[config.mk]
export PLATFORM = sky130hd
export DESIGN_NAME = pe_stream_driver
export DESIGN_NICKNAME = d
export VERILOG_FILES = /design/src/rtl/pe_pkg.sv /design/src/rtl/pe_stream_driver.sv
export SDC_FILE = /design/constraint.sdc
export NUM_CORES = 1
export LEC_CHECK = 0
export CAP_MARGIN = 25
export CORE_ASPECT_RATIO = 1.1
export CORE_MARGIN = 10
export CORE_UTILIZATION = 50
export DETAILED_ROUTE_END_ITERATION = 12
export PLACE_DENSITY = 0.84
export SETUP_SLACK_MARGIN = 0.05
export SYNTH_ARGS = -nofsm -noshare
export SYNTH_HDL_FRONTEND = slang
export SYNTH_SLANG_ARGS = --single-unit
[constraint.sdc]
create_clock -name i_clock -period 4.41 [get_ports i_clock]
set_input_delay 0.441 -clock i_clock [delete_from_list [all_inputs] [get_ports i_clock]]
set_output_delay 0.441 -clock i_clock [all_outputs]
set_load 0.05 [all_outputs]
[src/rtl/pe_pkg.sv]
// Shared types and defaults for the PE stream driver.
// Holds the controller state encoding and the default datapath geometry.
package pe_pkg;

  localparam int BW_DEF         = 8;
  localparam int PE_LATENCY_DEF = 3;
  localparam int CNT_W_DEF      = 16;

  typedef enum logic [2:0] {
    ST_IDLE   = 3'd0,
    ST_CLEAR  = 3'd1,
    ST_STREAM = 3'd2,
    ST_DRAIN  = 3'd3,
    ST_HOLD   = 3'd4
  } state_t;

  // Drain counter width; must hold PE_LATENCY and never collapse to zero bits.
  function automatic int drain_w(input int latency);
    int w;
    w = 1;
    while ((1 << w) <= latency) w++;
    return w;
  endfunction

endpackage

[src/rtl/pe_stream_driver.sv]
// Initiator for a single MAC PE: clears it, streams operand pairs, drains the
// PE pipeline and presents the captured dot product on a valid/ready port.
//
// state  | meaning
// IDLE   | waiting for the first pair of a vector; nothing consumed
// CLEAR  | one cycle with the PE held in clear, pair counter zeroed
// STREAM | accepting pairs; bubbles feed 0*0 into the PE
// DRAIN  | zero-padding while the last product walks through the PE
// HOLD   | result and pair count presented until m_ready
module pe_stream_driver
  import pe_pkg::*;
#(
  parameter int BW         = BW_DEF,
  parameter int PE_LATENCY = PE_LATENCY_DEF,
  parameter int CNT_W      = CNT_W_DEF
) (
  input  logic              i_clock,
  input  logic              i_reset,
  input  logic              s_valid,
  output logic              s_ready,
  input  logic [BW-1:0]     s_activation,
  input  logic [BW-1:0]     s_weight,
  input  logic              s_last,
  output logic              m_valid,
  input  logic              m_ready,
  output logic [2*BW-1:0]   m_result,
  output logic [CNT_W-1:0]  m_count,
  output logic [BW-1:0]     o_pe_activation,
  output logic [BW-1:0]     o_pe_weight,
  output logic              o_pe_clear,
  input  logic [2*BW-1:0]   i_pe_output
);

  localparam int DW = drain_w(PE_LATENCY);

  state_t              r_state;
  logic                r_s_ready;
  logic                r_m_valid;
  logic [2*BW-1:0]     r_m_result;
  logic [CNT_W-1:0]    r_m_count;
  logic [CNT_W-1:0]    r_count;
  logic [DW-1:0]       r_drain;
  logic [BW-1:0]       r_pe_act;
  logic [BW-1:0]       r_pe_wt;
  logic                r_pe_clear;

  logic                w_hs;

  assign w_hs = s_valid & r_s_ready;

  always_ff @(posedge i_clock) begin
    if (i_reset) begin
      r_state    <= ST_IDLE;
      r_s_ready  <= 1'b0;
      r_m_valid  <= 1'b0;
      r_m_result <= '0;
      r_m_count  <= '0;
      r_count    <= '0;
      r_drain    <= '0;
      r_pe_act   <= '0;
      r_pe_wt    <= '0;
      r_pe_clear <= 1'b1;
    end else begin
      // Operands default to zero so any non-handshake cycle is a PE no-op.
      r_pe_act   <= '0;
      r_pe_wt    <= '0;
      r_pe_clear <= 1'b0;
      case (r_state)
        ST_IDLE: begin
          if (s_valid) begin
            r_state    <= ST_CLEAR;
            r_pe_clear <= 1'b1;
          end
        end
        ST_CLEAR: begin
          r_count   <= '0;
          r_s_ready <= 1'b1;
          r_state   <= ST_STREAM;
        end
        ST_STREAM: begin
          if (w_hs) begin
            r_pe_act <= s_activation;
            r_pe_wt  <= s_weight;
            if (r_count != {CNT_W{1'b1}}) r_count <= r_count + 1'b1;
            if (s_last) begin
              r_s_ready <= 1'b0;
              r_drain   <= DW'(PE_LATENCY);
              r_state   <= ST_DRAIN;
            end
          end
        end
        ST_DRAIN: begin
          // Counting down to zero adds one edge on top of PE_LATENCY, which
          // covers the driver's own operand register in front of the PE.
          if (r_drain == '0) begin
            r_m_result <= i_pe_output;
            r_m_count  <= r_count;
            r_m_valid  <= 1'b1;
            r_state    <= ST_HOLD;
          end else begin
            r_drain <= r_drain - 1'b1;
          end
        end
        ST_HOLD: begin
          if (m_ready) begin
            r_m_valid <= 1'b0;
            r_state   <= ST_IDLE;
          end
        end
        default: begin
          r_state   <= ST_IDLE;
          r_s_ready <= 1'b0;
          r_m_valid <= 1'b0;
        end
      endcase
    end
  end

  assign s_ready         = r_s_ready;
  assign m_valid         = r_m_valid;
  assign m_result        = r_m_result;
  assign m_count         = r_m_count;
  assign o_pe_activation = r_pe_act;
  assign o_pe_weight     = r_pe_wt;
  assign o_pe_clear      = r_pe_clear;

endmodule

==> results of run 1 <==
placed cells by master, fill, tap and decap left out, drive strengths merged, types with 2 or more instances in the layout:
master / count
clkinv: 3
a221o: 2
or3b: 2
inv: 8
nor3: 6
a2111oi: 6
dfxtp: 72
and2: 2
clkdlybuf4s50: 87
a21oi: 42
clkbuf: 9
nor2b: 3
and4: 4
buf: 3
nand4: 5
a31o: 2
a31oi: 2
bufinv: 3
ha: 2
nand2: 82
a211oi: 4
nor2: 6
a211o: 7
nand3: 8
and3: 24
final cells by class:
cell class / instances / area (sq um)
Multi-Input combinational cell: 236 / 1330
Sequential cell: 72 / 1440
Fill cell: 475 / 1690
Inverter: 8 / 30.0
Tap cell: 77 / 96.3
Clock inverter: 6 / 109
Timing Repair Buffer: 90 / 913
Clock buffer: 9 / 124
worst reg2reg max path, delay by kind of cell (launching register included):
kind             cells  cell delay (ns)
AO/OA/AOI/OAI        2             0.66
AND/OR/NAND/NOR      2             1.22
flip-flops           1             0.46
where the power goes:
group          leakage (nW)  switching (mW)  internal [mW]  total, mW
sequential            0.581          0.0118          0.659      0.671
combinational         0.794          0.0625         0.0563      0.119
clock                 0.119           0.242          0.371      0.613
per-layer routing:
layer,vias to the layer above,wire length [microns],global-route usage
met1,1291,3010,0.177
met5,-,0,0
met2,88,4240,0.307
li1,1360,-,-
met3,17,629,0.0724
met4,0,148,0.0736
path summary, 6_finish.rpt:
| kind | from | end | slack, ns |
|---|---|---|---|
| hold / removal | m_result[10]$_SDFFE_PP0P_ | m_result[10]$_SDFFE_PP0P_ | 0.46 |
| hold reg to reg | m_result[10]$_SDFFE_PP0P_ | m_result[10]$_SDFFE_PP0P_ | 0.46 |
| setup / recovery | s_valid | r_count[9]$_SDFFE_PP0P_ | 1.88 |
| setup reg to reg | r_state[2]$_SDFFE_PP0P_ | r_count[9]$_SDFFE_PP0P_ | 2.03 |
through the flow:
step                hold slack, ns  instance area, sq um  std cells
finish                       0.455                  4050        498
floorplan                    0.440                  2920        340
detailed placement           0.446                  3810        483
global placement             0.441                  3790        482
CTS                          0.456                  4050        498
global route                 0.485                  4050        498
registers in the layout (all words and copies together), names as in the netlist:
signal,flops
r_state,3
o_pe_activation,8
o_pe_weight,8
m_count,16
m_valid,1
r_drain,2
r_count,16
o_pe_clear,1
m_result,16
s_ready,1
cells by family after synthesis:
| kind of cell | after synthesis | share of synthesized area |
|---|---|---|
| simple gates | 151 | 0.254 |
| compound gates | 82 | 0.189 |
| flops | 72 | 0.494 |
| buf+inv | 32 | 0.0506 |
| fa+ha+maj | 2 | 0.00857 |
| mux | 1 | 0.00386 |
==> qor.csv, run 1 <==
stage;metric;value;unit
cts;clk_path_buf_depth;2;
sta;finalHoldViolations;0;
logic_synthesis;yosysSeqAreaShare;0.494;
power_and_ir_drop;p_leak;1.49;nW
setup_path;path_class;primary input to flop;
setup_path;path_max_fanout;19;
cts;h-tree-depth;3;
logic_synthesis;synth_seq_cells;72;
cts;cts_setup_buffers;0;
sta;min_period_over_period;0.573;
route;vias;2756;
logic_synthesis;synthTopCellsByArea;dfxtp_1, nand2_1, a21oi_1;
die;die_h;100;microns
sta;rsz0062_at_grt;no;
power_and_ir_drop;peakVddDrop;0.000266;V
logic_synthesis;synth_commonest_cells;nand2_1, dfxtp_1, a21oi_1, and3_1, clkbuf_1;
cts;clk_pin_slew;0.07;ns
sta;drv_slew;0;
sta;setup_viol;0;
die;io_pins;88;
setup_path;worstPathArrival;2.82;ns
logic_synthesis;synth.distinct_cells;55;
placed_design;place_congestion;0.914;
min_path;hp-class;flop to flop;
cts;numCtsBuffers;9;
setup_path;cp-start-kind;primary input;
route;antenna_left;0;
route;wl_per_cell;16.1;microns
logic_synthesis;ys_warn_count;0;
setup_path;crit_cells;5;
grt;grt_pass1_wl;13200;microns
die;coreArea;5730;sq um
die;die_area;9300;sq um
logic_synthesis;syn_nets;379;
sta;fmax;0.396;GHz
cts;cts_tree;yes;
logic_synthesis;synth_top_area_frac;0.494;
grt;grt_overflow_total;0;
setup_path;worstPathCellList;clkdlybuf4s50_1, nor2b_1, nand2_1, a2111oi_0, a211o_1;
route;wirelength;8030;microns
placed_design;io_buffers;87;
die;initial_utilization;0.509;
logic_synthesis;synthCells;340;
setup_path;r2r_cells;4;
cts;cts_sinks;72;
setup_path;cp_slowest_cell;nor2b_1;
placed_design;place_ws;1.59;ns
setup_path;slowest_delay;0.76;ns
run_status;outcome;finished, final reports clean;
logic_synthesis;synth.largest_area_cell;dfxtp_1;
setup_path;end_kind;flop;
route;drtIter0Drc;162;
grt;grt_max_degree;44;
finish;final_core_util;0.706;
finish;drive_gt1_frac;0.0594;
grt;antenna_found_initial;0;
power_and_ir_drop;p_per_area;347;nW/um^2
cts;clk_latency;0.35;ns
sta;fin_worst_skew;0.00766;ns
finish;layout.nets;456;
finish;syn_to_final_growth;38.6;%
die;fp-row-count;29;
cts;cts_hold_buf;0;
finish;diodes;0;
setup_path;cp.buffers_inverters;1;
route;dr.pass1.iters;4;
logic_synthesis;syn_area;2920;sq um
logic_synthesis;synth_edf_count;0;
logic_synthesis;async_flop_share;0;
logic_synthesis;yosysMostFrequentCell;nand2_1;
setup_path;crit_family;simple AND/OR/NAND/NOR gates;
route;via_per_inst;5.53;
sta;post-route-min-period;2.53;ns
sta;slew_headroom;0.379;
route;post-route-drc-count;0;
cts;clk_root_buffer_cell;clkbuf_8;
cts;cts_resized;0;
die;die_x;92.9;microns
min_path;hold_depth;2;
grt;first_global_vias;2814;
sta;worst_pin_slew;0.930;ns
run;maxCapViolCount;0;
placed_design;dpl.hpwl;5830;microns
sta;fin_ws;1.88;ns
setup_path;worstPathRequired;4.71;ns
sta;setup_tns;0;ns
logic_synthesis;syn_area_per_cell;8.59;sq um
grt;track_usage;0.174;
logic_synthesis;synth-main-ff-cell;dfxtp_1;
power_and_ir_drop;power;1.40;mW
Note: power is estimated with default switching activity, not from simulation.
==> run 2: changes to the inputs <==
--- a/config.mk
+++ b/config.mk
@@ -8,9 +8,9 @@
 export CAP_MARGIN = 25
 export CORE_ASPECT_RATIO = 1.1
 export CORE_MARGIN = 10
-export CORE_UTILIZATION = 50
+export CORE_UTILIZATION = 47
 export DETAILED_ROUTE_END_ITERATION = 12
-export PLACE_DENSITY = 0.84
+export PLACE_DENSITY = 0.8
 export SETUP_SLACK_MARGIN = 0.05
 export SYNTH_ARGS = -nofsm -noshare
 export SYNTH_HDL_FRONTEND = slang
==> constraint.sdc (replaced) <==
create_clock -name i_clock -period 2.4 [get_ports i_clock]
set_input_delay 0.24 -clock i_clock [delete_from_list [all_inputs] [get_ports i_clock]]
set_output_delay 0.24 -clock i_clock [all_outputs]
set_load 0.05 [all_outputs]
==> run 2 against run 1 <==
Compared with the run above:
- final cell count rose by 1.8%
- via count rose by 0.36%
- worst setup slack got worse by 1.5 ns
- critical path depth fell by 1
- clock power rose by 70%
- non-clock buffer count rose by 5
- die area rose by 5.0%
- clock skew rose by 0.0010 ns
- first-iteration DRC count fell by 14%
- highest routed layer unchanged
- clock-buffer cell count rose by 4
==> qor.csv, run 2 (synthesized netlist as in run 1, its figures left out) <==
stage;metric;value;unit
setup_path;slowest_delay;0.53;ns
sta;drv_slew;0;
placed_design;place_congestion;0.915;
finish;syn_to_final_growth;38.7;%
die;io_pins;88;
cts;cts_sinks;72;
setup_path;worstPathRequired;2.64;ns
power_and_ir_drop;p_per_area;616;nW/um^2
cts;cts_tree;yes;
grt;first_global_vias;2614;
sta;setup_viol;0;
grt;grt_overflow_total;0;
setup_path;cp-start-kind;flop;
setup_path;end_kind;flop;
grt;grt_max_degree;35;
setup_path;cp_slowest_cell;dfxtp_1;
finish;mostFrequentLayoutCells;clkdlybuf4s50_1, nand2_1, dfxtp_1, a21oi_1, and3_1;
cts;clk_root_buffer_cell;clkbuf_8;
cts;cts_hold_buf;0;
die;initial_utilization;0.477;
die;fp-row-count;30;
route;antenna_left;0;
route;vias;2766;
route;wl_per_cell;16.0;microns
power_and_ir_drop;p_leak;1.50;nW
die;die_x;95.2;microns
grt;antenna_found_initial;0;
sta;rsz0062_at_grt;no;
placed_design;io_buffers;87;
finish;nFillCells;522;
route;wirelength;8100;microns
finish;final_common_cell;clkdlybuf4s50_1;
sta;finalHoldViolations;0;
grt;grt_pass1_wl;13000;microns
sta;fin_worst_skew;0.00866;ns
finish;postLayoutCellArea;4050;sq um
sta;min_period_over_period;0.857;
sta;fmax;0.486;GHz
die;coreArea;6120;sq um
route;dr.pass1.iters;5;
route;via_per_inst;5.46;
sta;setup_tns;0;ns
finish;drive_gt1_frac;0.0656;
grt;track_usage;0.169;
finish;layout.nets;461;
run_status;outcome;finished, final reports clean;
sta;worst_pin_slew;0.626;ns
route;drtIter0Drc;139;
route;post-route-drc-count;0;
cts;cts_setup_buffers;0;
cts;h-tree-depth;3;
sta;post-route-min-period;2.06;ns
finish;diodes;0;
run;maxCapViolCount;0;
setup_path;path_max_fanout;15;
setup_path;path_class;flop to flop;
placed_design;dpl.hpwl;5900;microns
cts;clk_path_buf_depth;2;
cts;clk_latency;0.35;ns
setup_path;worstPathCellList;or3b_4, and4_4, a22o_1, a221o_1;
die;die_area;9770;sq um
cts;cts_resized;0;
cts;clk_pin_slew;0.07;ns
placed_design;dpl-instance-area;3840;sq um
cts;numCtsBuffers;9;
min_path;hp-class;primary input to flop;
sta;slew_headroom;0.583;
die;die_h;103;microns
power_and_ir_drop;peakVddDrop;0.000475;V
setup_path;worstPathArrival;2.29;ns
run 2: changes by cell type in the layout (fill, tap and decap cells not counted), sizes merged:
cell / before / now
buf: 3 / 8
clkbuf: 9 / 13
clkinv: 3 / 1
bufinv: 3 / 2
run 2: critical path, delay by kind of cell (launching register included):
| family | cells | cell delay (ns) |
|---|---|---|
| AO/OA/AOI/OAI | 2 | 0.71 |
| flip-flops | 1 | 0.53 |
| AND/OR/NAND/NOR | 2 | 0.70 |
run 2: final cells by class:
class	instances	area, sq um	share of cell area
sequential	72	1440	0.356
multi-input combinational	236	1330	0.329
timing repair buffer	95	931	0.230
clock buffer	13	149	0.0368
tap	80	100	0.0247
clock inverter	3	65.1	0.0161
inverter	8	30.0	0.00741
run 2: power by group:
| group | internal [mW] | leakage (nW) | switching, mW | total (mW) |
|---|---|---|---|---|
| clock network | 0.614 | 0.108 | 0.429 | 1.04 |
| logic | 0.105 | 0.814 | 0.116 | 0.221 |
| registers | 1.21 | 0.581 | 0.0201 | 1.23 |
run 2: worst paths after layout:
| kind | startpoint | end | slack, ns | cells past startpoint |
|---|---|---|---|---|
| setup / recovery | r_state[0]$_SDFFE_PP0P_ | r_count[13]$_SDFFE_PP0P_ | 0.34 | 4 |
| setup reg to reg | r_state[0]$_SDFFE_PP0P_ | r_count[13]$_SDFFE_PP0P_ | 0.34 | 4 |
| hold reg to reg | m_result[4]$_SDFFE_PP0P_ | m_result[4]$_SDFFE_PP0P_ | 0.45 | 2 |
| hold / removal | i_pe_output[7] | m_result[7]$_SDFFE_PP0P_ | 0.44 | 3 |
run 2: layer usage:
metal / track usage / share of wire / up-vias
li1: - / - / 1378
met1: 0.184 / 0.39 / 1288
met2: 0.294 / 0.52 / 85
met3: 0.0473 / 0.072 / 15
met4: 0.0841 / 0.019 / 0
met5: 0 / 0 / -
run 2: through the flow:
stage / utilization / hold slack (ns) / power [mW] / instances / setup slack [ns]
after floorplan: - / 0.376 / 1.37 / 340 / 0.400
after global placement: 0.627 / 0.440 / 1.47 / 491 / 0.338
after detailed placement: 0.627 / 0.446 / 1.48 / 491 / 0.308
after CTS: 0.662 / 0.418 / 2.52 / 507 / 0.377
after global routing: 0.662 / 0.441 / 2.59 / 507 / 0.266
final: 0.662 / 0.436 / 2.50 / 507 / 0.343
==> run 3: changes to the inputs <==
--- a/config.mk
+++ b/config.mk
@@ -7,7 +7,7 @@
 export LEC_CHECK = 0
 export CAP_MARGIN = 25
 export CORE_ASPECT_RATIO = 1.1
-export CORE_MARGIN = 10
+export CORE_MARGIN = 1.5
 export CORE_UTILIZATION = 47
 export DETAILED_ROUTE_END_ITERATION = 12
 export PLACE_DENSITY = 0.8
==> run 3 against run 2 <==
Compared with the run above:
- cell area shrank 0.40%
- worst setup slack improved by 0.028 ns
- maximum frequency increased by 1.4%
- register-to-register slack better by 0.03 ns
- critical path depth unchanged
- final cell count shrank 0.79%
- via count decreased by 1.5%
- power down 3.8%
- wire length decreased by 11%
- die area down 31%
- first-iteration DRC count increased by 100%
- critical path type unchanged
==> qor.csv, run 3 (synthesized netlist as in run 1, its figures left out) <==
stage;metric;value;unit
grt;antenna_found_initial;0;
placed_design;place_ws;0.329;ns
die;die_h;85.7;microns
die;die_x;78.2;microns
placed_design;io_buffers;87;
cts;h-tree-depth;3;
route;via_per_inst;5.42;
die;fp-row-count;29;
die;io_pins;88;
finish;ff_latch_area;1440;sq um
setup_path;rr_startpoint;r_state[0]$_SDFFE_PP0P_;
sta;fin_hold_ws;0.436;ns
power_and_ir_drop;peakVddDrop;0.000395;V
route;wirelength;7250;microns
min_path;hp-class;primary input to flop;
route;vias;2724;
setup_path;rr_endpoint;r_count[13]$_SDFFE_PP0P_;
grt;track_usage;0.226;
grt;grt_pass1_wl;12000;microns
power_and_ir_drop;p_leak;1.50;nW
setup_path;r2r_cells;4;
route;drtIter0Drc;280;
sta;fmax;0.493;GHz
sta;finalHoldViolations;0;
cts;clk_latency;0.35;ns
run;maxCapViolCount;0;
sta;rsz0062_at_grt;no;
setup_path;worstPathArrival;2.26;ns
sta;worst_pin_slew;0.627;ns
sta;slew_headroom;0.582;
sta;min_period_over_period;0.845;
finish;stdcell_count;503;
cts;clk_root_buffer_cell;clkbuf_8;
die;initial_utilization;0.497;
grt;grt_max_degree;43;
route;wl_per_cell;14.4;microns
cts;clk_path_buf_depth;2;
sta;fin_ws;0.371;ns
run_status;outcome;finished, final reports clean;
setup_path;path_class;flop to flop;
setup_path;r2r_setup_slack;0.37;ns
setup_path;slowest_delay;0.53;ns
route;dr.pass1.iters;5;
setup_path;path_max_fanout;15;
finish;syn_to_final_growth;38.1;%
cts;numCtsBuffers;9;
placed_design;place_congestion;0.910;
min_path;hold_end;m_result[13]$_SDFFE_PP0P_;
finish;drive_gt1_frac;0.0704;
setup_path;end_kind;flop;
grt;first_global_vias;2535;
cts;cts_sinks;72;
finish;nFillCells;504;
sta;setup_viol;0;
die;die_area;6700;sq um
placed_design;dpl.hpwl;4980;microns
finish;final_common_cell;clkdlybuf4s50_1;
cts;cts_hold_buf;0;
grt;grt_overflow_total;0;
sta;drv_slew;0;
finish;layout.nets;460;
sta;post-route-min-period;2.03;ns
sta;fin_worst_skew;0.00661;ns
setup_path;worstPathRequired;2.64;ns
setup_path;worstPathCellList;or3b_4, and4_4, a22o_1, a221o_1;
setup_path;cp-start-kind;flop;
die;coreArea;5880;sq um
placed_design;place_inst;487;
cts;cts_tree;yes;
route;post-route-drc-count;0;
route;antenna_left;0;
power_and_ir_drop;p_per_area;595;nW/um^2
cts;cts_resized;0;
cts;clk_pin_slew;0.07;ns
min_path;hold_depth;3;
setup_path;cp_slowest_cell;dfxtp_1;
cts;cts_setup_buffers;0;
finish;diodes;0;
min_path;min_from;i_pe_output[13];
sta;setup_tns;0;ns
finish;multi_input_area;1330;sq um
finish;mostFrequentLayoutCells;clkdlybuf4s50_1, nand2_1, dfxtp_1, a21oi_1, and3_1;
-- run 3: changes by cell type in the layout (fill, tap and decap cells not counted), sizes merged --
| cell | previous run | this run |
|---|---|---|
| bufinv | 2 | 1 |
| clkinv | 1 | 5 |
| clkbuf | 13 | 10 |
| buf | 8 | 7 |
-- run 3: worst max path at each step --
stage / from / endpoint / slack, ns
CTS: r_state[0]$_SDFFE_PP0P_ / r_count[13]$_SDFFE_PP0P_ / 0.39
floorplan: s_ready$_SDFFE_PP0P_ / r_count[15]$_SDFFE_PP0P_ / 0.40
detailed placement: s_valid / r_count[15]$_SDFFE_PP0P_ / 0.33
global placement: s_valid / r_count[15]$_SDFFE_PP0P_ / 0.36
finish: r_state[0]$_SDFFE_PP0P_ / r_count[13]$_SDFFE_PP0P_ / 0.37
global route: r_state[0]$_SDFFE_PP0P_ / r_count[14]$_SDFFE_PP0P_ / 0.26
-- run 3: report_power, final --
group,switching [mW],total [mW],internal (mW)
combinational,0.113,0.219,0.106
clock,0.448,0.950,0.503
sequential,0.0196,1.23,1.21
total,0.580,2.40,1.82
-- run 3: critical path, delay by kind of cell (launching register included) --
kind,cells,cell delay [ns]
AND/OR/NAND/NOR,2,0.70
flip-flops,1,0.53
AO/OA/AOI/OAI,2,0.69
-- run 3: cell type report --
| class | count | area share |
|---|---|---|
| clock buffers | 10 | 0.0341 |
| clock inverters | 6 | 0.0146 |
| inverters | 8 | 0.00744 |
| multi-input cells | 236 | 0.331 |
| flip-flops and latches | 72 | 0.357 |
| well taps | 77 | 0.0239 |
| repair buffers | 94 | 0.232 |
-- run 3: per-stage QoR --
stage	utilization	power, mW	area (sq um)
global route	0.686	2.49	4030
CTS	0.686	2.41	4030
detailed placement	0.653	1.48	3840
global placement	0.653	1.47	3840
finish	0.686	2.40	4030
floorplan	-	1.37	2920
-- run 3: layer usage --
metal,routed length [microns],track usage
met1,3090,0.281
met5,0,0
met4,177,0.0958
met3,521,0.0681
met2,3450,0.366
